`src/rtl/nav_loop_sequencer_if.sv`:
```
// rtl/nav_loop_sequencer_if.sv - helper and ultrasound start/done handshake bundle for the navigation sequencer
interface nav_loop_sequencer_if #(
    parameter int LW       = 12,
    parameter int ORIENT_W = 5
);
    logic                run_ultrasound;
    logic                ultrasound_done;
    logic [LW-1:0]       helper_loc_a;
    logic [LW-1:0]       helper_loc_b;
    logic                orient_start;
    logic                orient_done;
    logic [ORIENT_W-1:0] orient_result;
    logic                path_start;
    logic                path_done;
    logic [LW-1:0]       path_cmd;
    logic [ORIENT_W-1:0] needed_orientation;
    logic                cmp_start;
    logic                cmp_done;
    logic                cmp_equal;

    modport master (
        output run_ultrasound, helper_loc_a, helper_loc_b, orient_start,
               path_start, needed_orientation, cmp_start,
        input  ultrasound_done, orient_done, orient_result, path_done,
               path_cmd, cmp_done, cmp_equal
    );

    modport slave (
        input  run_ultrasound, helper_loc_a, helper_loc_b, orient_start,
               path_start, needed_orientation, cmp_start,
        output ultrasound_done, orient_done, orient_result, path_done,
               path_cmd, cmp_done, cmp_equal
    );
endinterface

```
`src/rtl/nav_loop_sequencer.sv`:
```
// rtl/nav_loop_sequencer.sv - closed-loop rover navigation sequencer; NAV_US_TIMEOUT_EN adds ultrasound timeout/retry
module nav_loop_sequencer #(
    parameter int          R_W            = 8,
    parameter int          TH_W           = 4,
    parameter int          ORIENT_W       = 5,
    parameter int          MAX_ITER       = 4,
    parameter int          SETTLE_CYCLES  = 27000000,
    parameter int          IR_HOLD_CYCLES = 5000000,
    parameter int          TICKS_PER_UNIT = 27000000,
`ifdef NAV_US_TIMEOUT_EN
    parameter int          US_TIMEOUT_CYCLES = 54000000,
    parameter int          US_RETRIES        = 2,
`endif
    parameter logic [11:0] PROBE_CMD      = 12'h00A
) (
    input  logic                     clock,
    input  logic                     reset_n,
    input  logic                     run_program,
    input  logic [TH_W+R_W-1:0]      target_location,
    input  logic [TH_W+R_W-1:0]      rover_location,
    nav_loop_sequencer_if.master     hs,
    output logic [ORIENT_W-1:0]      orientation,
    output logic [TH_W+R_W-1:0]      move_command,
    output logic                     transmit_ir,
    output logic                     reached_target,
    output logic                     failed,
    output logic [7:0]               iteration,
    output logic [3:0]               state
);
    localparam int LW = TH_W + R_W;
    localparam int UW = R_W + 1;
    localparam logic [LW-1:0] PROBE_LW = LW'(PROBE_CMD);

    typedef enum logic [3:0] {
        IDLE        = 4'd0,
        LOC_1       = 4'd1,
        SETTLE_1    = 4'd2,
        PROBE_TX    = 4'd3,
        PROBE_WAIT  = 4'd4,
        LOC_2       = 4'd5,
        SETTLE_2    = 4'd6,
        ORIENT_CALC = 4'd7,
        AIM_CALC    = 4'd8,
        PATH_CALC   = 4'd9,
        MOVE_TX     = 4'd10,
        MOVE_WAIT   = 4'd11,
        LOC_3       = 4'd12,
        CHECK       = 4'd13,
        DONE        = 4'd14,
        FAIL        = 4'd15
    } state_t;

    state_t              state_q, state_d;
    logic [31:0]         cnt_q, cnt_d;
    logic [UW-1:0]       units_q, units_d;
    logic [LW-1:0]       loc_a_q, loc_a_d;
    logic [LW-1:0]       loc_b_q, loc_b_d;
    logic [ORIENT_W-1:0] orientation_q, orientation_d;
    logic [ORIENT_W-1:0] needed_q, needed_d;
    logic [LW-1:0]       move_command_q, move_command_d;
    logic                transmit_ir_q, transmit_ir_d;
    logic                reached_q, reached_d;
    logic                failed_q, failed_d;
    logic [7:0]          iteration_q, iteration_d;
    logic                run_us_q, run_us_d;
    logic                orient_start_q, orient_start_d;
    logic                path_start_q, path_start_d;
    logic                cmp_start_q, cmp_start_d;
`ifdef NAV_US_TIMEOUT_EN
    logic [7:0]          retry_q, retry_d;
`endif

    // Move duration in units: distance + turn + 1, widened so 255+15+1 does not wrap.
    logic [UW-1:0] move_units;
    assign move_units = UW'(move_command_q[R_W-1:0]) + UW'(move_command_q[LW-1:R_W]) + UW'(1);

    // Next-state and datapath decisions; every start output is a registered one-cycle pulse.
    always_comb begin
        state_d        = state_q;
        cnt_d          = cnt_q + 32'd1;
        units_d        = units_q;
        loc_a_d        = loc_a_q;
        loc_b_d        = loc_b_q;
        orientation_d  = orientation_q;
        needed_d       = needed_q;
        move_command_d = move_command_q;
        transmit_ir_d  = transmit_ir_q;
        reached_d      = reached_q;
        failed_d       = failed_q;
        iteration_d    = iteration_q;
        run_us_d       = 1'b0;
        orient_start_d = 1'b0;
        path_start_d   = 1'b0;
        cmp_start_d    = 1'b0;
`ifdef NAV_US_TIMEOUT_EN
        retry_d        = retry_q;
`endif
        case (state_q)
            IDLE, DONE, FAIL: begin
                if (run_program) begin
                    reached_d      = 1'b0;
                    failed_d       = 1'b0;
                    iteration_d    = 8'd0;
                    orientation_d  = '0;
                    move_command_d = '0;
                    run_us_d       = 1'b1;
                    state_d        = LOC_1;
                end
            end
            LOC_1, LOC_2, LOC_3: begin
                // A done arriving in the same cycle as our start pulse belongs to nothing we asked for.
                if (hs.ultrasound_done && !run_us_q) begin
`ifdef NAV_US_TIMEOUT_EN
                    retry_d = 8'd0;
`endif
                    if (state_q == LOC_1) begin
                        state_d = SETTLE_1;
                    end else if (state_q == LOC_2) begin
                        state_d = SETTLE_2;
                    end else begin
                        loc_a_d     = rover_location;
                        loc_b_d     = target_location;
                        cmp_start_d = 1'b1;
                        state_d     = CHECK;
                    end
                end
`ifdef NAV_US_TIMEOUT_EN
                else if (cnt_q == 32'(US_TIMEOUT_CYCLES - 1)) begin
                    if (retry_q == 8'(US_RETRIES)) begin
                        failed_d = 1'b1;
                        state_d  = FAIL;
                    end else begin
                        retry_d  = retry_q + 8'd1;
                        run_us_d = 1'b1;
                        cnt_d    = 32'd0;
                    end
                end
`endif
            end
            SETTLE_1: begin
                if (cnt_q == 32'(SETTLE_CYCLES - 1)) begin
                    loc_a_d        = rover_location;
                    move_command_d = PROBE_LW;
                    transmit_ir_d  = 1'b1;
                    state_d        = PROBE_TX;
                end
            end
            PROBE_TX, MOVE_TX: begin
                if (cnt_q == 32'(IR_HOLD_CYCLES - 1)) begin
                    transmit_ir_d = 1'b0;
                    if (state_q == PROBE_TX) begin
                        units_d = UW'(PROBE_LW[R_W-1:0]);
                        state_d = PROBE_WAIT;
                    end else begin
                        units_d = move_units;
                        state_d = MOVE_WAIT;
                    end
                end
            end
            PROBE_WAIT, MOVE_WAIT: begin
                // cnt_q is the tick within a unit; units_q counts remaining units (0 behaves as 1).
                if (cnt_q == 32'(TICKS_PER_UNIT - 1)) begin
                    if (units_q <= UW'(1)) begin
                        run_us_d = 1'b1;
                        state_d  = (state_q == PROBE_WAIT) ? LOC_2 : LOC_3;
                    end else begin
                        units_d = units_q - UW'(1);
                        cnt_d   = 32'd0;
                    end
                end
            end
            SETTLE_2: begin
                if (cnt_q == 32'(SETTLE_CYCLES - 1)) begin
                    loc_b_d        = rover_location;
                    orient_start_d = 1'b1;
                    state_d        = ORIENT_CALC;
                end
            end
            ORIENT_CALC: begin
                if (hs.orient_done && !orient_start_q) begin
                    orientation_d  = hs.orient_result;
                    loc_a_d        = loc_b_q;
                    loc_b_d        = target_location;
                    orient_start_d = 1'b1;
                    state_d        = AIM_CALC;
                end
            end
            AIM_CALC: begin
                if (hs.orient_done && !orient_start_q) begin
                    needed_d     = hs.orient_result;
                    path_start_d = 1'b1;
                    state_d      = PATH_CALC;
                end
            end
            PATH_CALC: begin
                if (hs.path_done && !path_start_q) begin
                    move_command_d = hs.path_cmd;
                    transmit_ir_d  = 1'b1;
                    state_d        = MOVE_TX;
                end
            end
            CHECK: begin
                if (hs.cmp_done && !cmp_start_q) begin
                    iteration_d = (iteration_q == 8'hFF) ? 8'hFF : iteration_q + 8'd1;
                    if (hs.cmp_equal) begin
                        reached_d = 1'b1;
                        state_d   = DONE;
                    end else if (({1'b0, iteration_q} + 9'd1) == 9'(MAX_ITER)) begin
                        failed_d = 1'b1;
                        state_d  = FAIL;
                    end else begin
                        run_us_d = 1'b1;
                        state_d  = LOC_1;
                    end
                end
            end
            default: state_d = IDLE;
        endcase
        if (state_d != state_q) begin
            cnt_d = 32'd0;
        end
    end

    // State and datapath registers; reset aborts immediately with every output low.
    always_ff @(posedge clock or negedge reset_n) begin
        if (!reset_n) begin
            state_q        <= IDLE;
            cnt_q          <= 32'd0;
            units_q        <= '0;
            loc_a_q        <= '0;
            loc_b_q        <= '0;
            orientation_q  <= '0;
            needed_q       <= '0;
            move_command_q <= '0;
            transmit_ir_q  <= 1'b0;
            reached_q      <= 1'b0;
            failed_q       <= 1'b0;
            iteration_q    <= 8'd0;
            run_us_q       <= 1'b0;
            orient_start_q <= 1'b0;
            path_start_q   <= 1'b0;
            cmp_start_q    <= 1'b0;
`ifdef NAV_US_TIMEOUT_EN
            retry_q        <= 8'd0;
`endif
        end else begin
            state_q        <= state_d;
            cnt_q          <= cnt_d;
            units_q        <= units_d;
            loc_a_q        <= loc_a_d;
            loc_b_q        <= loc_b_d;
            orientation_q  <= orientation_d;
            needed_q       <= needed_d;
            move_command_q <= move_command_d;
            transmit_ir_q  <= transmit_ir_d;
            reached_q      <= reached_d;
            failed_q       <= failed_d;
            iteration_q    <= iteration_d;
            run_us_q       <= run_us_d;
            orient_start_q <= orient_start_d;
            path_start_q   <= path_start_d;
            cmp_start_q    <= cmp_start_d;
`ifdef NAV_US_TIMEOUT_EN
            retry_q        <= retry_d;
`endif
        end
    end

    assign hs.run_ultrasound     = run_us_q;
    assign hs.helper_loc_a       = loc_a_q;
    assign hs.helper_loc_b       = loc_b_q;
    assign hs.orient_start       = orient_start_q;
    assign hs.path_start         = path_start_q;
    assign hs.needed_orientation = needed_q;
    assign hs.cmp_start          = cmp_start_q;

    assign orientation    = orientation_q;
    assign move_command   = move_command_q;
    assign transmit_ir    = transmit_ir_q;
    assign reached_target = reached_q;
    assign failed         = failed_q;
    assign iteration      = iteration_q;
    assign state          = state_q;
endmodule

```
`src/flat_wrapper.sv`:
```
// flat-port wrapper written by rule: the top's interface ports become plain ports
module nav_loop_sequencer_flat 
#(
    parameter int          R_W            = 8,
    parameter int          TH_W           = 4,
    parameter int          ORIENT_W       = 5,
    parameter int          MAX_ITER       = 4,
    parameter int          SETTLE_CYCLES  = 27000000,
    parameter int          IR_HOLD_CYCLES = 5000000,
    parameter int          TICKS_PER_UNIT = 27000000,

    parameter logic [11:0] PROBE_CMD      = 12'h00A
)
  (clock, reset_n, run_program, target_location, rover_location, orientation, move_command, transmit_ir, reached_target, failed, iteration, state, hs_run_ultrasound, hs_helper_loc_a, hs_helper_loc_b, hs_orient_start, hs_path_start, hs_needed_orientation, hs_cmp_start, hs_ultrasound_done, hs_orient_done, hs_orient_result, hs_path_done, hs_path_cmd, hs_cmp_done, hs_cmp_equal);
  nav_loop_sequencer_if #(.LW((12)), .ORIENT_W(ORIENT_W)) hs_i ();
  input  logic clock;
  input  logic reset_n;
  input  logic run_program;
  input  logic [TH_W+R_W-1:0] target_location;
  input  logic [TH_W+R_W-1:0] rover_location;
  output logic [ORIENT_W-1:0] orientation;
  output logic [TH_W+R_W-1:0] move_command;
  output logic transmit_ir;
  output logic reached_target;
  output logic failed;
  output logic [7:0] iteration;
  output logic [3:0] state;
  output wire logic [$bits(hs_i.run_ultrasound)-1:0] hs_run_ultrasound;
  output wire logic [$bits(hs_i.helper_loc_a)-1:0] hs_helper_loc_a;
  output wire logic [$bits(hs_i.helper_loc_b)-1:0] hs_helper_loc_b;
  output wire logic [$bits(hs_i.orient_start)-1:0] hs_orient_start;
  output wire logic [$bits(hs_i.path_start)-1:0] hs_path_start;
  output wire logic [$bits(hs_i.needed_orientation)-1:0] hs_needed_orientation;
  output wire logic [$bits(hs_i.cmp_start)-1:0] hs_cmp_start;
  input wire logic [$bits(hs_i.ultrasound_done)-1:0] hs_ultrasound_done;
  input wire logic [$bits(hs_i.orient_done)-1:0] hs_orient_done;
  input wire logic [$bits(hs_i.orient_result)-1:0] hs_orient_result;
  input wire logic [$bits(hs_i.path_done)-1:0] hs_path_done;
  input wire logic [$bits(hs_i.path_cmd)-1:0] hs_path_cmd;
  input wire logic [$bits(hs_i.cmp_done)-1:0] hs_cmp_done;
  input wire logic [$bits(hs_i.cmp_equal)-1:0] hs_cmp_equal;
  assign hs_run_ultrasound = hs_i.run_ultrasound;
  assign hs_helper_loc_a = hs_i.helper_loc_a;
  assign hs_helper_loc_b = hs_i.helper_loc_b;
  assign hs_orient_start = hs_i.orient_start;
  assign hs_path_start = hs_i.path_start;
  assign hs_needed_orientation = hs_i.needed_orientation;
  assign hs_cmp_start = hs_i.cmp_start;
  assign hs_i.ultrasound_done = hs_ultrasound_done;
  assign hs_i.orient_done = hs_orient_done;
  assign hs_i.orient_result = hs_orient_result;
  assign hs_i.path_done = hs_path_done;
  assign hs_i.path_cmd = hs_path_cmd;
  assign hs_i.cmp_done = hs_cmp_done;
  assign hs_i.cmp_equal = hs_cmp_equal;
  nav_loop_sequencer #(.R_W(R_W), .TH_W(TH_W), .ORIENT_W(ORIENT_W), .MAX_ITER(MAX_ITER), .SETTLE_CYCLES(SETTLE_CYCLES), .IR_HOLD_CYCLES(IR_HOLD_CYCLES), .TICKS_PER_UNIT(TICKS_PER_UNIT), .PROBE_CMD(PROBE_CMD)) u_core (.clock(clock), .reset_n(reset_n), .run_program(run_program), .target_location(target_location), .rover_location(rover_location), .hs(hs_i), .orientation(orientation), .move_command(move_command), .transmit_ir(transmit_ir), .reached_target(reached_target), .failed(failed), .iteration(iteration), .state(state));
endmodule
```
`config.mk`:
```
export PLATFORM = sky130hd
export DESIGN_NAME = nav_loop_sequencer_flat
export DESIGN_NICKNAME = d
export VERILOG_FILES = /design/src/rtl/nav_loop_sequencer_if.sv /design/src/rtl/nav_loop_sequencer.sv /design/src/flat_wrapper.sv
export SDC_FILE = /design/constraint.sdc
export NUM_CORES = 1
export LEC_CHECK = 0
export CAP_MARGIN = 10
export CORE_MARGIN = 3
export CORE_UTILIZATION = 30
export DETAILED_ROUTE_END_ITERATION = 10
export HOLD_SLACK_MARGIN = 0.1
export SLEW_MARGIN = 15
export SYNTH_ARGS = -nofsm -noshare
export SYNTH_HDL_FRONTEND = slang
export SYNTH_SLANG_ARGS = --single-unit
```
`constraint.sdc`:
```
create_clock -name clock -period 7.2 [get_ports clock]
set_input_delay 1.08 -clock clock [delete_from_list [all_inputs] [get_ports clock]]
set_output_delay 1.08 -clock clock [all_outputs]
set_load 0.05 [all_outputs]
```
==> qor.txt, run 1 <==
==============================================================================
Outcome                                                           complete, no violations
FFs w/ async S/R, synth                                                  1.000
Placed inst area                                                      7252 um2
Starting density of the core                                            0.3106
Register bit total from synthesis                                          106
Antenna violations before repair                                             0
Routed Wire Length                                                    16.29 mm
Via total after detailed routing                                          5142
Worst path top cell family by delay                               buffers and inverters
CP Class                                                          flop to output pin
Number of enable-type register cells in the synthesized netlist              0
Share of the synthesized area in the top cell type                      0.4476
RSZ-0062 raised after global routing                                     false
Number of clock sinks seen by CTS                                          106
Cells along the critical path                                     clkdlybuf4s50_1
Standby leakage power                                                 3.102 nW
First-pass detailed-route iteration total                                    5
Sort of element at the start of the critical path                         flop
Highest cell delay on the worst timing path                            0.94 ns
GP Congestion                                                           0.8847
Final count of hold timing violations                                        0
Antenna Nets Post-Route                                                      0
Total negative setup slack                                                0 ns
Post-synth top area cell                                          sky130_fd_sc_hd__dfrtp_1
Die X                                                                 146.5 um
Slew Limit Headroom                                                     0.3677
Post-synthesis cell area                                              5926 um2
Wire length per cell after detailed routing                           15.96 um
Ports placed on the boundary                                               114
Total track usage                                                       0.1529
Flip-flop cell with the highest count after synthesis             sky130_fd_sc_hd__dfrtp_1
Mean Syn Cell Area                                                   9.019 um2
Post-CTS setup-driven buffer insertion count                                 0
Flop-to-flop setup slack                                               4.10 ns
Min Clock Period, post-route                                          3.242 ns
Fin area                                                              7547 um2
DRC marker count from the first detailed-route iteration                   341
Total global routing overflow                                                0
Post-synthesis net count                                                   715
Fraction of layout instances using a drive strength above 1            0.04862
Cell depth of the worst min-delay path                                       1
Drt via density                                                          5.036
Slew at the pin closest to its max-slew limit                        0.9484 ns
Required time of the worst setup path                                  6.12 ns
Core region area                                                     19080 um2
Pin count of the biggest net entering global routing                        59
Final setup fails                                                            0
Clock skew after layout                                            0.009909 ns
Largest fanout on the critical path                                         25
CTS Buffer Depth                                                             2
Inst Count DP                                                             1005
Post-synthesis instance total                                              657
Hpwl dp                                                               11.86 mm
Nets                                                                       814
Cell Rows                                                                   50
Synth top area cells                                              sky130_fd_sc_hd__dfrtp_1 (45%), sky130_fd_sc_hd__nor2_1 (6.5%), sky130_fd_sc_hd__nand2_1 (4.4%)
Clock buffer count from CTS                                                  9
Layout fillers                                                            1942
Later-pin clock latency in the skew report                             0.36 ns
Count of cells along the worst register-to-register path                     7
Clock-pin transition on the worst setup and hold timing paths          0.08 ns
Clock tree from TritonCTS                                                  yes
Root Driver                                                       sky130_fd_sc_hd__clkbuf_16
Count of unique library cells instantiated by Yosys                         69
End of the worst hold path                                        u_core.cnt_q[0]
Number of cells in the finished layout apart from fillers                 1021
Crit Reg-Reg Endpoint                                             u_core.cnt_q[23]
Tot Pwr                                                               2.807 mW
Crit path DAT                                                          2.16 ns
Total of hold buffers inserted after clock tree synthesis                    0
Worst Setup End Kind                                                output pin
Power density over cell area                                      372.0 nW/um2
Final Cycle Share                                                       0.4503
Max Fclk                                                             308.4 MHz
Sequential share of the synthesized area                                0.4476
R2r startpoint                                                    u_core.state[1]
Synth-to-Final Area Change                                              27.36%
Worst min-delay path startpoint                                   u_core.cnt_q[0]
DRC violations left                                                          0
PortBufs                                                                   113
Yosys warning count                                                          0
Worst VDD drop                                                       0.1683 mV
Buffers plus inverters on the worst setup path                               1
CP max-delay cell                                                 sky130_fd_sc_hd__clkdlybuf4s50_1
Final slew viol count                                                        0
Number of global-route vias before repair                                 5141
Max capacitance violation total                                              0
Floorplan die height                                                  146.5 um
Depth of the CTS H-tree                                                      3
Type of the tightest min-delay check                              flop to flop
Inserted Diodes                                                              0
Wire length of the first global-routing pass                          26.94 mm
Die area                                                             21470 um2
PostCTS Resize Cnt                                                           0
==============================================================================
[sequential cells by signal, summed over array words and instances (netlist names), 4 cells and up]
register                      count
u_core.cnt_q                     32
u_core.hs.helper_loc_a           12
u_core.hs.helper_loc_b           12
u_core.hs.needed_orientation      5
u_core.iteration                  8
u_core.move_command              12
u_core.orientation                5
u_core.state                      4
u_core.units_q                    9
[layout make-up]
class	count	area [um2]	share of cell area
sequential	106	2653	0.3515
clock inverter	6	56.30	0.007460
tap	260	325.3	0.04310
timing repair buffer	116	1151	0.1525
clock buffer	10	239.0	0.03166
multi-input combinational	500	3037	0.4024
inverter	23	86.33	0.01144
[metal layers]
metal	part of all wire	global-route usage	vias to the layer above
met3	0.040	0.03259	40
li1	-	-	2522
met2	0.48	0.2480	147
met4	0.034	0.06726	0
met1	0.45	0.1971	2433
met5	0	0	-
[synth_stat cells, types with 3 or more instances]
master                       n
sky130_fd_sc_hd__mux2i_1    24
sky130_fd_sc_hd__xnor2_1    19
sky130_fd_sc_hd__nor3b_1     3
sky130_fd_sc_hd__nand2_1    70
sky130_fd_sc_hd__nor4b_1     3
sky130_fd_sc_hd__ha_1        8
sky130_fd_sc_hd__buf_4       5
sky130_fd_sc_hd__xor2_1     17
sky130_fd_sc_hd__o21ai_0    30
sky130_fd_sc_hd__nor2_1    103
sky130_fd_sc_hd__and2_1      6
sky130_fd_sc_hd__a22oi_1     3
sky130_fd_sc_hd__dfrtp_1   106
sky130_fd_sc_hd__nand4_1    20
sky130_fd_sc_hd__inv_1      23
sky130_fd_sc_hd__and4_1      9
sky130_fd_sc_hd__buf_2      12
sky130_fd_sc_hd__o21ai_1     9
sky130_fd_sc_hd__a22o_1     11
sky130_fd_sc_hd__nor3_1     17
sky130_fd_sc_hd__a31oi_1     5
sky130_fd_sc_hd__nor2b_1     9
sky130_fd_sc_hd__clkbuf_1    8
sky130_fd_sc_hd__a21oi_1    46
sky130_fd_sc_hd__nand3_1    20
sky130_fd_sc_hd__nor4_1      7
sky130_fd_sc_hd__a211oi_1    5
sky130_fd_sc_hd__and3_1      7
[worst max path at each step]
stage               startpoint          endpoint  slack [ns]  cells past startpoint
2_1_floorplan      hs_cmp_done  u_core.cnt_q[18]        4.55                      8
3_3_place_gp       hs_cmp_done   u_core.cnt_q[8]        3.76                      8
3_5_place_dp       hs_cmp_done  u_core.cnt_q[31]        3.71                      8
4_1_cts        u_core.state[1]          state[1]        3.94                      1
5_1_grt        u_core.state[1]  u_core.cnt_q[19]        3.83                      7
6_report       u_core.state[1]          state[1]        3.96                      1
[kinds of logic after synthesis]
logic type               Yosys count  share of synthesized area
AO/OA/AOI/OAI                    137                     0.1514
adder cells (fa/ha/maj)            9                    0.02027
AND/OR/NAND/NOR                  294                     0.2462
flip-flops                       106                     0.4476
multiplexers                      24                    0.04054
XOR/XNOR                          36                    0.05321
buffers and inverters             51                    0.04075
[stage by stage]
step,utilization,hold slack (ns),worst slack (ns)
2_1_floorplan,-,0.4297,4.553
3_3_place_gp,0.3801,0.4545,3.761
3_5_place_dp,0.3801,0.4511,3.714
4_1_cts,0.3955,0.4615,3.940
5_1_grt,0.3955,0.4769,3.832
6_report,0.3955,0.4599,3.958
[cell usage in the layout, fill, tap and decap left out, types with 3 or more instances in the layout]
cell | Yosys | layout
sky130_fd_sc_hd__a21oi_1 | 46 | 46
sky130_fd_sc_hd__clkbuf_16 | 0 | 9
sky130_fd_sc_hd__ha_1 | 8 | 8
sky130_fd_sc_hd__nor2_1 | 103 | 103
sky130_fd_sc_hd__nor3b_1 | 3 | 3
sky130_fd_sc_hd__inv_1 | 23 | 23
sky130_fd_sc_hd__nor4_1 | 7 | 7
sky130_fd_sc_hd__buf_4 | 5 | 4
sky130_fd_sc_hd__a22oi_1 | 3 | 3
sky130_fd_sc_hd__nor4b_1 | 3 | 3
sky130_fd_sc_hd__and3_1 | 7 | 7
sky130_fd_sc_hd__a31oi_1 | 5 | 5
sky130_fd_sc_hd__nand2_1 | 70 | 70
sky130_fd_sc_hd__and4_1 | 9 | 9
sky130_fd_sc_hd__and2_1 | 6 | 6
sky130_fd_sc_hd__o21ai_1 | 9 | 9
sky130_fd_sc_hd__mux2i_1 | 24 | 24
sky130_fd_sc_hd__dfrtp_1 | 106 | 106
sky130_fd_sc_hd__a22o_1 | 11 | 11
sky130_fd_sc_hd__xor2_1 | 17 | 17
sky130_fd_sc_hd__nand3_1 | 20 | 20
sky130_fd_sc_hd__nor2b_1 | 9 | 9
sky130_fd_sc_hd__clkdlybuf4s50_1 | 0 | 112
sky130_fd_sc_hd__nand4_1 | 20 | 20
sky130_fd_sc_hd__o21ai_0 | 30 | 30
sky130_fd_sc_hd__xnor2_1 | 19 | 19
sky130_fd_sc_hd__nor3_1 | 17 | 16
sky130_fd_sc_hd__a211oi_1 | 5 | 5
[where the power goes]
| part | leakage, nW | switching, mW | internal, mW |
|---|---|---|---|
| clock | 0.144 | 0.248 | 0.253 |
| sequential | 1.39 | 0.163 | 0.731 |
| combinational | 1.56 | 0.948 | 0.464 |
Power figures use the tool's default switching activity.
==> run 2: changes to the inputs <==
==> constraint.sdc (replaced) <==
create_clock -name clock -period 3.2 [get_ports clock]
set_input_delay 0.48 -clock clock [delete_from_list [all_inputs] [get_ports clock]]
set_output_delay 0.48 -clock clock [all_outputs]
set_load 0.05 [all_outputs]
==> run 2 against run 1 <==
  * Count of clock-buffer cells in the layout down 1
  * Routed wire length down 0.33%
  * First-iteration DRC count up 41%
  * Sequential share of layout area down 0.45 points
  * Setup slack worse by 3.4 ns
  * Cell area up 1.3%
  * Critical endpoint is now u_core.cnt_q[11]
  * Largest cell class unchanged
==> qor.txt, run 2 (synthesized netlist as in run 1, its figures left out) <==
============================================================================
Worst VDD drop                                                     0.4286 mV   was 0.1683 mV
GP Congestion                                                         0.8731   was 0.8847
Final slew viol count                                                      0   unchanged
Cell Rows                                                                 50   unchanged
Clock tree from TritonCTS                                                yes   unchanged
Most common cell after layout, fill and taps aside              sky130_fd_sc_hd__clkdlybuf4s50_1   unchanged
Hpwl dp                                                             12.12 mm   was 11.86 mm
Crit path DAT                                                        2.94 ns   was 2.16 ns
Max capacitance violation total                                            0   unchanged
Commonest cells after routing, fill and taps aside              sky130_fd_sc_hd__clkdlybuf4s50_1 (112), sky130_fd_sc_hd__dfrtp_1 (106), sky130_fd_sc_hd__nor2_1 (103), sky130_fd_sc_hd__nand2_1 (70), sky130_fd_sc_hd__a21oi_1 (46)   unchanged
Outcome                                                         complete, no violations   unchanged
Total global routing overflow                                              0   unchanged
Pin count of the biggest net entering global routing                      46   was 59
Internal power contribution                                         3.353 mW   was 1.448 mW
DRC marker count from the first detailed-route iteration                 480   was 341
Antenna Nets Post-Route                                                    0   unchanged
Number of cells in the finished layout apart from fillers               1032   was 1021
Flop-to-flop setup slack                                             0.54 ns   was 4.10 ns
Final setup fails                                                          0   unchanged
RSZ-0062 raised after global routing                                   false   unchanged
PortBufs                                                                 113   unchanged
Post-CTS setup-driven buffer insertion count                               0   unchanged
Starting density of the core                                          0.3106   unchanged
Slew at the pin closest to its max-slew limit                      0.6212 ns   was 0.9484 ns
Sw Share                                                              0.4752   was 0.4843
Layout fillers                                                          1906   was 1942
Total negative setup slack                                              0 ns   unchanged
CP Class                                                        flop to flop   was flop to output pin
Final count of hold timing violations                                      0   unchanged
Die area                                                           21470 um2   unchanged
Core region area                                                   19080 um2   unchanged
Inserted Diodes                                                            0   unchanged
Floorplan die height                                                146.5 um   unchanged
Share of the core filled with cells in the final layout               0.4007   was 0.3955
Power density over cell area                                    835.9 nW/um2   was 372.0 nW/um2
Number of global-route vias before repair                               5009   was 5141
Total track usage                                                     0.1504   was 0.1529
Min Clock Period, post-route                                        2.661 ns
Total of hold buffers inserted after clock tree synthesis                  0   unchanged
Standby leakage power                                               3.168 nW   was 3.102 nW
Total net switching power                                           3.037 mW   was 1.360 mW
Worst Setup End Kind                                                    flop   was output pin
Post-placement setup slack                                         0.2976 ns   was 3.714 ns
Minimum setup slack in the final design                            0.5387 ns   was 3.958 ns
Die X                                                               146.5 um   unchanged
Register name with the most flops                               u_core.cnt_q   unchanged
Required time of the worst setup path                                3.48 ns   was 6.12 ns
Antenna violations before repair                                           0   unchanged
Max Fclk                                                           375.8 MHz
Relative contribution of combinational cells to total power            0.514   was 0.503
Clock group share of total power                                       0.182   was 0.178
Count of cells along the worst register-to-register path                   7   unchanged
Max FFs per register                                                      32   unchanged
First-pass detailed-route iteration total                                  4   was 5
Ports placed on the boundary                                             114   unchanged
Fin area                                                            7645 um2   was 7547 um2
CTS Buffer Depth                                                           2   unchanged
Placed inst area                                                    7335 um2   was 7252 um2
Number of clock sinks seen by CTS                                        106   unchanged
Inst Count DP                                                           1016   was 1005
Largest fanout on the critical path                                       18   was 25
Wire length of the first global-routing pass                        26.34 mm   was 26.94 mm
Final Cycle Share                                                     0.8316
DRC violations left                                                        0   unchanged
Type of the tightest min-delay check                            primary input to asynchronous set/reset pin   was flop to flop
Nets                                                                     825   was 814
Clock buffer count from CTS                                                9   unchanged
Root Driver                                                     sky130_fd_sc_hd__clkbuf_16   unchanged
Slew Limit Headroom                                                   0.5836   was 0.3677
Synth-to-Final Area Change                                            29.01%   was 27.36%
Routed Wire Length                                                  16.24 mm   was 16.29 mm
Tot Pwr                                                             6.390 mW   was 2.807 mW
Depth of the CTS H-tree                                                    3   unchanged
Fraction of layout instances using a drive strength above 1          0.06218   was 0.04862
Clock-pin transition on the worst setup and hold timing paths        0.08 ns   about the same
Wire length per cell after detailed routing                         15.74 um   was 15.96 um
Drt via density                                                        5.018   was 5.036
Clock skew after layout                                           0.01235 ns   was 0.009909 ns
Sequential fraction of design power                                    0.304   was 0.319
PostCTS Resize Cnt                                                         0   unchanged
Later-pin clock latency in the skew report                           0.36 ns   about the same
Via total after detailed routing                                        5179   was 5142
Sort of element at the start of the critical path                       flop   unchanged
Post-Route Hold Slack                                              0.1340 ns   was 0.4599 ns
============================================================================
==> run 2: changes by cell type in the layout (fill, tap and decap cells not counted), sizes merged <==
cell / before / now
buf: 4 / 15
clkinv: 1 / 3
clkinvlp: 1 / 0
inv: 27 / 26
bufinv: 0 / 1
clkbuf: 10 / 9
==> run 2: area by class of cell <==
class                           count  area (um2)  area share
Multi-Input combinational cell    500        3037      0.3972
Sequential cell                   106        2653      0.3470
Timing Repair Buffer              127        1234      0.1614
Tap cell                          260       325.3     0.04255
Clock buffer                        9       225.2     0.02946
Inverter                           23       86.33     0.01129
Clock inverter                      7       85.08     0.01113
==> run 2: routing by layer <==
metal	GRT usage	share of wire	vias to the layer above
li1	-	-	2565
met1	0.1950	0.45	2479
met2	0.2494	0.49	115
met3	0.03414	0.036	20
met4	0.04892	0.022	0
met5	0	0	-
==> run 2: worst paths after layout <==
| kind | startpoint | endpoint |
|---|---|---|
| worst max-delay path | u_core.state[1] | u_core.cnt_q[11] |
| worst min register to register | u_core.cnt_q[0] | u_core.cnt_q[0] |
| min in group clock | u_core.cnt_q[0] | u_core.cnt_q[0] |
| worst max register to register | u_core.state[1] | u_core.cnt_q[11] |
| worst min-delay path | reset_n | u_core.units_q[4] |
| max in group asynchronous | reset_n | u_core.cnt_q[7] |
==> run 2: power by group through the flow <==
stage	Sequential, mW	Combinational (mW)	Clock [mW]
after floorplan	2.88	1.35	0
after global placement	1.96	3.30	0
after detailed placement	1.97	3.32	0
after CTS	1.94	3.33	1.22
after global routing	1.99	3.53	1.26
final	1.94	3.29	1.16
==> run 2: critical path, stage by stage (launching register included) <==
cell                       delay, ns
sky130_fd_sc_hd__dfrtp_1        0.52
sky130_fd_sc_hd__nand4b_1       0.27
sky130_fd_sc_hd__a21boi_4       0.51
sky130_fd_sc_hd__nor4_1         0.16
sky130_fd_sc_hd__o311ai_1       0.44
sky130_fd_sc_hd__o2111a_1       0.29
sky130_fd_sc_hd__nand2_2        0.22
sky130_fd_sc_hd__nor2_1         0.18
==> RTL edit 1, RTL diff (flow settings as in run 2) <==
The option `NAV_US_TIMEOUT_EN` is turned on by a define.
--- a/src/rtl/nav_loop_sequencer.sv
+++ b/src/rtl/nav_loop_sequencer.sv
@@ -1,4 +1,6 @@
 // rtl/nav_loop_sequencer.sv - closed-loop rover navigation sequencer; NAV_US_TIMEOUT_EN adds ultrasound timeout/retry
+`define NAV_US_TIMEOUT_EN
+
 module nav_loop_sequencer #(
     parameter int          R_W            = 8,
     parameter int          TH_W           = 4,
Check against the original RTL: no difference found for any inputs over 4 cycles, from zero or initial values and one cycle with reset_n low; that may be too few to reach the edited logic, so the function may still have changed.
==> RTL edit 1 against run 2 <==
Worst setup slack worse by 320 ps. Routed wire length up 15%. Area after synthesis up 12%. Count of clock-buffer cells in the layout up 9. Sequential cell count up 8. Synthesized cell count up 13%. Non-clock buffer count up 15. Critical path depth up 1. Power up 18%. Cell area up 15%. Sequential power up 4%. Cell count up 12%. Worst hold slack worse by 15 ps. Critical endpoint is now u_core.cnt_q[21]$_DFF_PN0_. Largest cell class unchanged. Highest routed layer unchanged.
==> RTL edit 1: results (changes against run 2) <==
status complete, no violations (unchanged); count of cell types in the netlist 78 (was 69); Routed WL 18.6 mm (was 16.2 mm); first-pass GRT wire length 30.2 mm (was 26.3 mm); vias per cell 5.16 (was 5.02); CP Max Fanout 22 (was 18); CTS buffer count 17 (was 9); dpl cell area 8190 sq um (was 7330 sq um); Worst-Skew Late Latency 420 ps (was 360 ps); Max transition margin 51.6% (was 58.4%); arrival time worst endpoint 3320 ps (was 2940 ps); max reg flops 32 (unchanged); total iterations of the first detailed-routing run 5 (was 4); htree depth 4 (was 3); dpl ws 217 ps (was 298 ps); top post-synthesis cells by area dfrtp_1 (43%), o21ai_0 (5.0%), nand2_1 (4.6%) (was dfrtp_1 (45%), nor2_1 (6.5%), nand2_1 (4.4%)); proportion of layout cells with a drive suffix above 1 12.4% (was 6.22%); Max VDD drop 0.000596 V (was 0.000429 V); vias in the first global route 5721 (was 5009); pin count of the biggest net entering global routing 52 (was 46); Total Routing Usage GR 15.7% (was 15.0%); Clock transition at path regs 60 ps (was 80 ps); DRT iter0 DRCs 353 (was 480); global placement routability congestion 0.947 (was 0.873); Lkg Pwr 3.57 nW (was 3.17 nW); Syn. warnings 0 (unchanged); Placed Cells 1122 (was 1016); final net count 926 (was 825); post-synthesis sequential area ratio 43.1% (was 44.8%); Wirelength per Cell 16.2 um (was 15.7 um); DP Wirelength 13.6 mm (was 12.1 mm); Synth Instances 741 (was 657); clock skew 7.43 ps (was 12.3 ps); net count after synthesis 801 (was 715)
## RTL edit 1: changes by cell type in the layout (fill, tap and decap cells not counted), sizes merged, moves of 12 or more
cell   change
nand4     -13
o21ai     +26
buf       +15
nor2      -20
nor3      +12
## RTL edit 1: layer usage
layer / global-route usage (%) / vias to the layer above / part of all wire [%]
met5: 0 / - / 0
met4: 5.21 / 0 / 1.8
met3: 5.20 / 24 / 6.3
met2: 24.9 / 174 / 47
met1: 20.1 / 2839 / 44
li1: - / 2920 / -
## RTL edit 1: cell families after synthesis
logic type               after synthesis  share of synthesized area [%]
buffers and inverters                 56                           3.42
XOR/XNOR                              37                           4.90
AO/OA/AOI/OAI                        176                           17.0
AND/OR/NAND/NOR                      321                           25.3
adder cells (fa/ha/maj)               12                           2.36
multiplexers                          25                           3.86
flip-flops                           114                           43.1
## RTL edit 1: worst paths after layout
kind / start / to / slack (ps) / cells after the start
max: u_core.cnt_q[6]$_DFF_PN0_ / u_core.cnt_q[21]$_DFF_PN0_ / 220 / 8
min: reset_n / u_core.units_q[8]$_DFFE_PN0P_ / 120 / 1
max reg2reg: u_core.cnt_q[6]$_DFF_PN0_ / u_core.cnt_q[21]$_DFF_PN0_ / 220 / 8
min reg2reg: u_core.hs.needed_orientation[1]$_DFFE_PN0P_ / u_core.hs.needed_orientation[1]$_DFFE_PN0P_ / 480 / 2
max in group asynchronous: reset_n / u_core.orientation[1]$_DFFE_PN0P_ / 2440 / 2
min in group clock: u_core.hs.needed_orientation[1]$_DFFE_PN0P_ / u_core.hs.needed_orientation[1]$_DFFE_PN0P_ / 480 / 2
## RTL edit 1: critical path, cell delays in order, from the launching register on
cell and delay [ps]:
dfrtp_1 450, or4b_4 590, nor4_1 470, and4_2 360, o22ai_2 110, nor4_4 410
o2111ai_4 160, buf_6 220, nor2_2 130
## RTL edit 1: final cells by class
class	count	area, sq um	area share, %
clock buffer	18	439	4.98
clock inverter	14	188	2.13
inverter	20	75.1	0.851
multi-input combinational	571	3550	40.2
sequential	114	2850	32.3
tap	275	344	3.90
timing repair buffer	142	1380	15.6
## RTL edit 1: repair_timing
item / in CTS / in global routing
buffers inserted: 0 / 0
resized for setup: 0 / 1
endpoints found under the hold margin: 0 / 0
hold buffers: 0 / 0
setup endpoints to repair: 0 / 19
## RTL edit 1: report_power, final
part / switching [mW] / internal [mW]
Clock: 0.701 / 1.32
Combinational: 2.30 / 1.18
Sequential: 0.264 / 1.75
==> RTL edit 2, RTL diff (config.mk and constraints of run 2) <==
Made on the original files. Register the inputs `run_program`, `target_location` and `rover_location` before use. The logic sees them one clock later. The other inputs are not delayed to match.
--- a/src/rtl/nav_loop_sequencer.sv
+++ b/src/rtl/nav_loop_sequencer.sv
@@ -50,6 +50,16 @@
         FAIL        = 4'd15
     } state_t;
 
+    logic run_program_q;
+    logic [TH_W+R_W-1:0] target_location_q;
+    logic [TH_W+R_W-1:0] rover_location_q;
+
+    always_ff @(posedge clock) begin
+        run_program_q     <= run_program;
+        target_location_q <= target_location;
+        rover_location_q  <= rover_location;
+    end
+
     state_t              state_q, state_d;
     logic [31:0]         cnt_q, cnt_d;
     logic [UW-1:0]       units_q, units_d;
@@ -97,7 +107,7 @@
 `endif
         case (state_q)
             IDLE, DONE, FAIL: begin
-                if (run_program) begin
+                if (run_program_q) begin
                     reached_d      = 1'b0;
                     failed_d       = 1'b0;
                     iteration_d    = 8'd0;
@@ -118,8 +128,8 @@
                     end else if (state_q == LOC_2) begin
                         state_d = SETTLE_2;
                     end else begin
-                        loc_a_d     = rover_location;
-                        loc_b_d     = target_location;
+                        loc_a_d     = rover_location_q;
+                        loc_b_d     = target_location_q;
                         cmp_start_d = 1'b1;
                         state_d     = CHECK;
                     end
@@ -139,7 +149,7 @@
             end
             SETTLE_1: begin
                 if (cnt_q == 32'(SETTLE_CYCLES - 1)) begin
-                    loc_a_d        = rover_location;
+                    loc_a_d        = rover_location_q;
                     move_command_d = PROBE_LW;
                     transmit_ir_d  = 1'b1;
                     state_d        = PROBE_TX;
@@ -171,7 +181,7 @@
             end
             SETTLE_2: begin
                 if (cnt_q == 32'(SETTLE_CYCLES - 1)) begin
-                    loc_b_d        = rover_location;
+                    loc_b_d        = rover_location_q;
                     orient_start_d = 1'b1;
                     state_d        = ORIENT_CALC;
                 end
@@ -180,7 +190,7 @@
                 if (hs.orient_done && !orient_start_q) begin
                     orientation_d  = hs.orient_result;
                     loc_a_d        = loc_b_q;
-                    loc_b_d        = target_location;
+                    loc_b_d        = target_location_q;
                     orient_start_d = 1'b1;
                     state_d        = AIM_CALC;
                 end
Behaviour: not the same (a bounded check fails within 4 cycles, from zero or initial values and one cycle with reset_n low).
==> RTL edit 2 against run 2 <==
Worst setup slack lost 130 ps. Highest routed layer unchanged. Sequential cell count grew 25. Routed wire length grew 4.6%. Combinational power shrank 6.4%. Clock power grew 70%. Power grew 15%. Cell area grew 12%. Synthesized cell count grew 7.0%. Count of clock-buffer cells in the layout grew 8. Area after synthesis grew 8.1%.
==> RTL edit 2: results (changes against run 2) <==
post-synthesis adder-cell area fraction 1.88% (was 2.03%); CP Max Fanout 17 (was 18); Gate power share 41.9% (was 51.4%); multiplexer share of the synthesized area 2.27% (was 4.05%); final net count 884 (was 825); arrival time worst endpoint 3100 ps (was 2940 ps); CP max stage delay 580 ps (was 520 ps); Max transition margin 48.1% (was 58.4%); vias in the first global route 5507 (was 5009); Total Routing Usage GR 14.6% (was 15.0%); clock group power 1.97 mW (was 1.16 mW); htree depth 4 (was 3); Worst-Skew Late Latency 430 ps (was 360 ps); pin count of the biggest net entering global routing 50 (was 46); compound-cell area share of the yosys netlist 12.2% (was 15.1%); Sequential Power Share 31.4% (was 30.4%); GR met2 Demand/Resource 24.4% (was 24.9%); post-synthesis sequential area ratio 49.2% (was 44.8%); top cells by count, synth dfrtp_1 (106), nand2_1 (104), nor2_1 (82) (was dfrtp_1 (106), nor2_1 (103), nand2_1 (70)); sw frac 43.9% (was 47.5%); via count 5598 (was 5179); proportion of layout cells with a drive suffix above 1 8.22% (was 6.22%); DRT met1 WL 7.67 mm (was 7.32 mm); dpl ws 420 ps (was 298 ps); Global Route met1 Usage 18.7% (was 19.5%); post-synthesis xor/xnor area fraction 4.79% (was 5.32%); top post-synthesis cells by area dfrtp_1 (41%), dfxtp_1 (7.8%), nand2_1 (6.1%) (was dfrtp_1 (45%), nor2_1 (6.5%), nand2_1 (4.4%)); family with the most delay on the worst path simple AND/OR/NAND/NOR gates (was compound AO/OA/AOI/OAI gates); count of cell types in the netlist 62 (was 69); status complete, no violations (unchanged); met3 wire len 790 um (was 591 um); met3 Usage GRT 3.73% (was 3.41%); DP Wirelength 11.8 mm (was 12.1 mm); global placement routability congestion 0.889 (was 0.873); WL met2 8.17 mm (was 7.97 mm); Max VDD drop 0.000546 V (was 0.000429 V); Slowest-stage cell, CP or4_4 (was dfrtp_1); DRT iter0 DRCs 435 (was 480)
RTL edit 2: cell types whose count changed in the layout (fill, tap and decap cells not counted), sizes merged, moves of 6 or more:
cell and delta:
nor3 +18, nand2b +9, buf +8, a31oi +13
dfxtp +25, a22o -10, mux2i -11, clkbuf +8
nor2 -21, and4 -6, a21oi -9, nand2 +33
RTL edit 2: layout make-up:
type | count | area share [%]
multi-input cells | 526 | 36.0
flip-flops and latches | 131 | 36.8
well taps | 270 | 3.95
inverters | 15 | 0.658
repair buffers | 135 | 15.4
clock buffers | 17 | 4.97
clock inverters | 15 | 2.13
RTL edit 2: final timing paths:
kind                                                          from                               endpoint  slack [ps]
worst max-delay path                    u_core.cnt_q[26]$_DFF_PN0_          u_core.units_q[5]$_DFFE_PN0P_         410
worst min-delay path                                       reset_n     u_core.move_command[4]$_DFFE_PN0P_          90
worst max register to register          u_core.cnt_q[26]$_DFF_PN0_          u_core.units_q[5]$_DFFE_PN0P_         410
worst min register to register  u_core.rover_location_q[5]$_DFF_P_  u_core.hs.helper_loc_a[5]$_DFFE_PN0P_         470
max in group asynchronous                                  reset_n              u_core.cnt_q[9]$_DFF_PN0_        2350
min in group clock              u_core.rover_location_q[5]$_DFF_P_  u_core.hs.helper_loc_a[5]$_DFFE_PN0P_         470
RTL edit 2: through the flow:
stage | instance area [sq um] | hold WS (ps) | cells
5_1_grt | 8560 | 135 | 1109
4_1_cts | 8560 | 106 | 1109
3_5_place_dp | 7950 | 457 | 1077
3_3_place_gp | 7950 | 459 | 1077
6_report | 8560 | 87.6 | 1109
2_1_floorplan | 6400 | 184 | 703
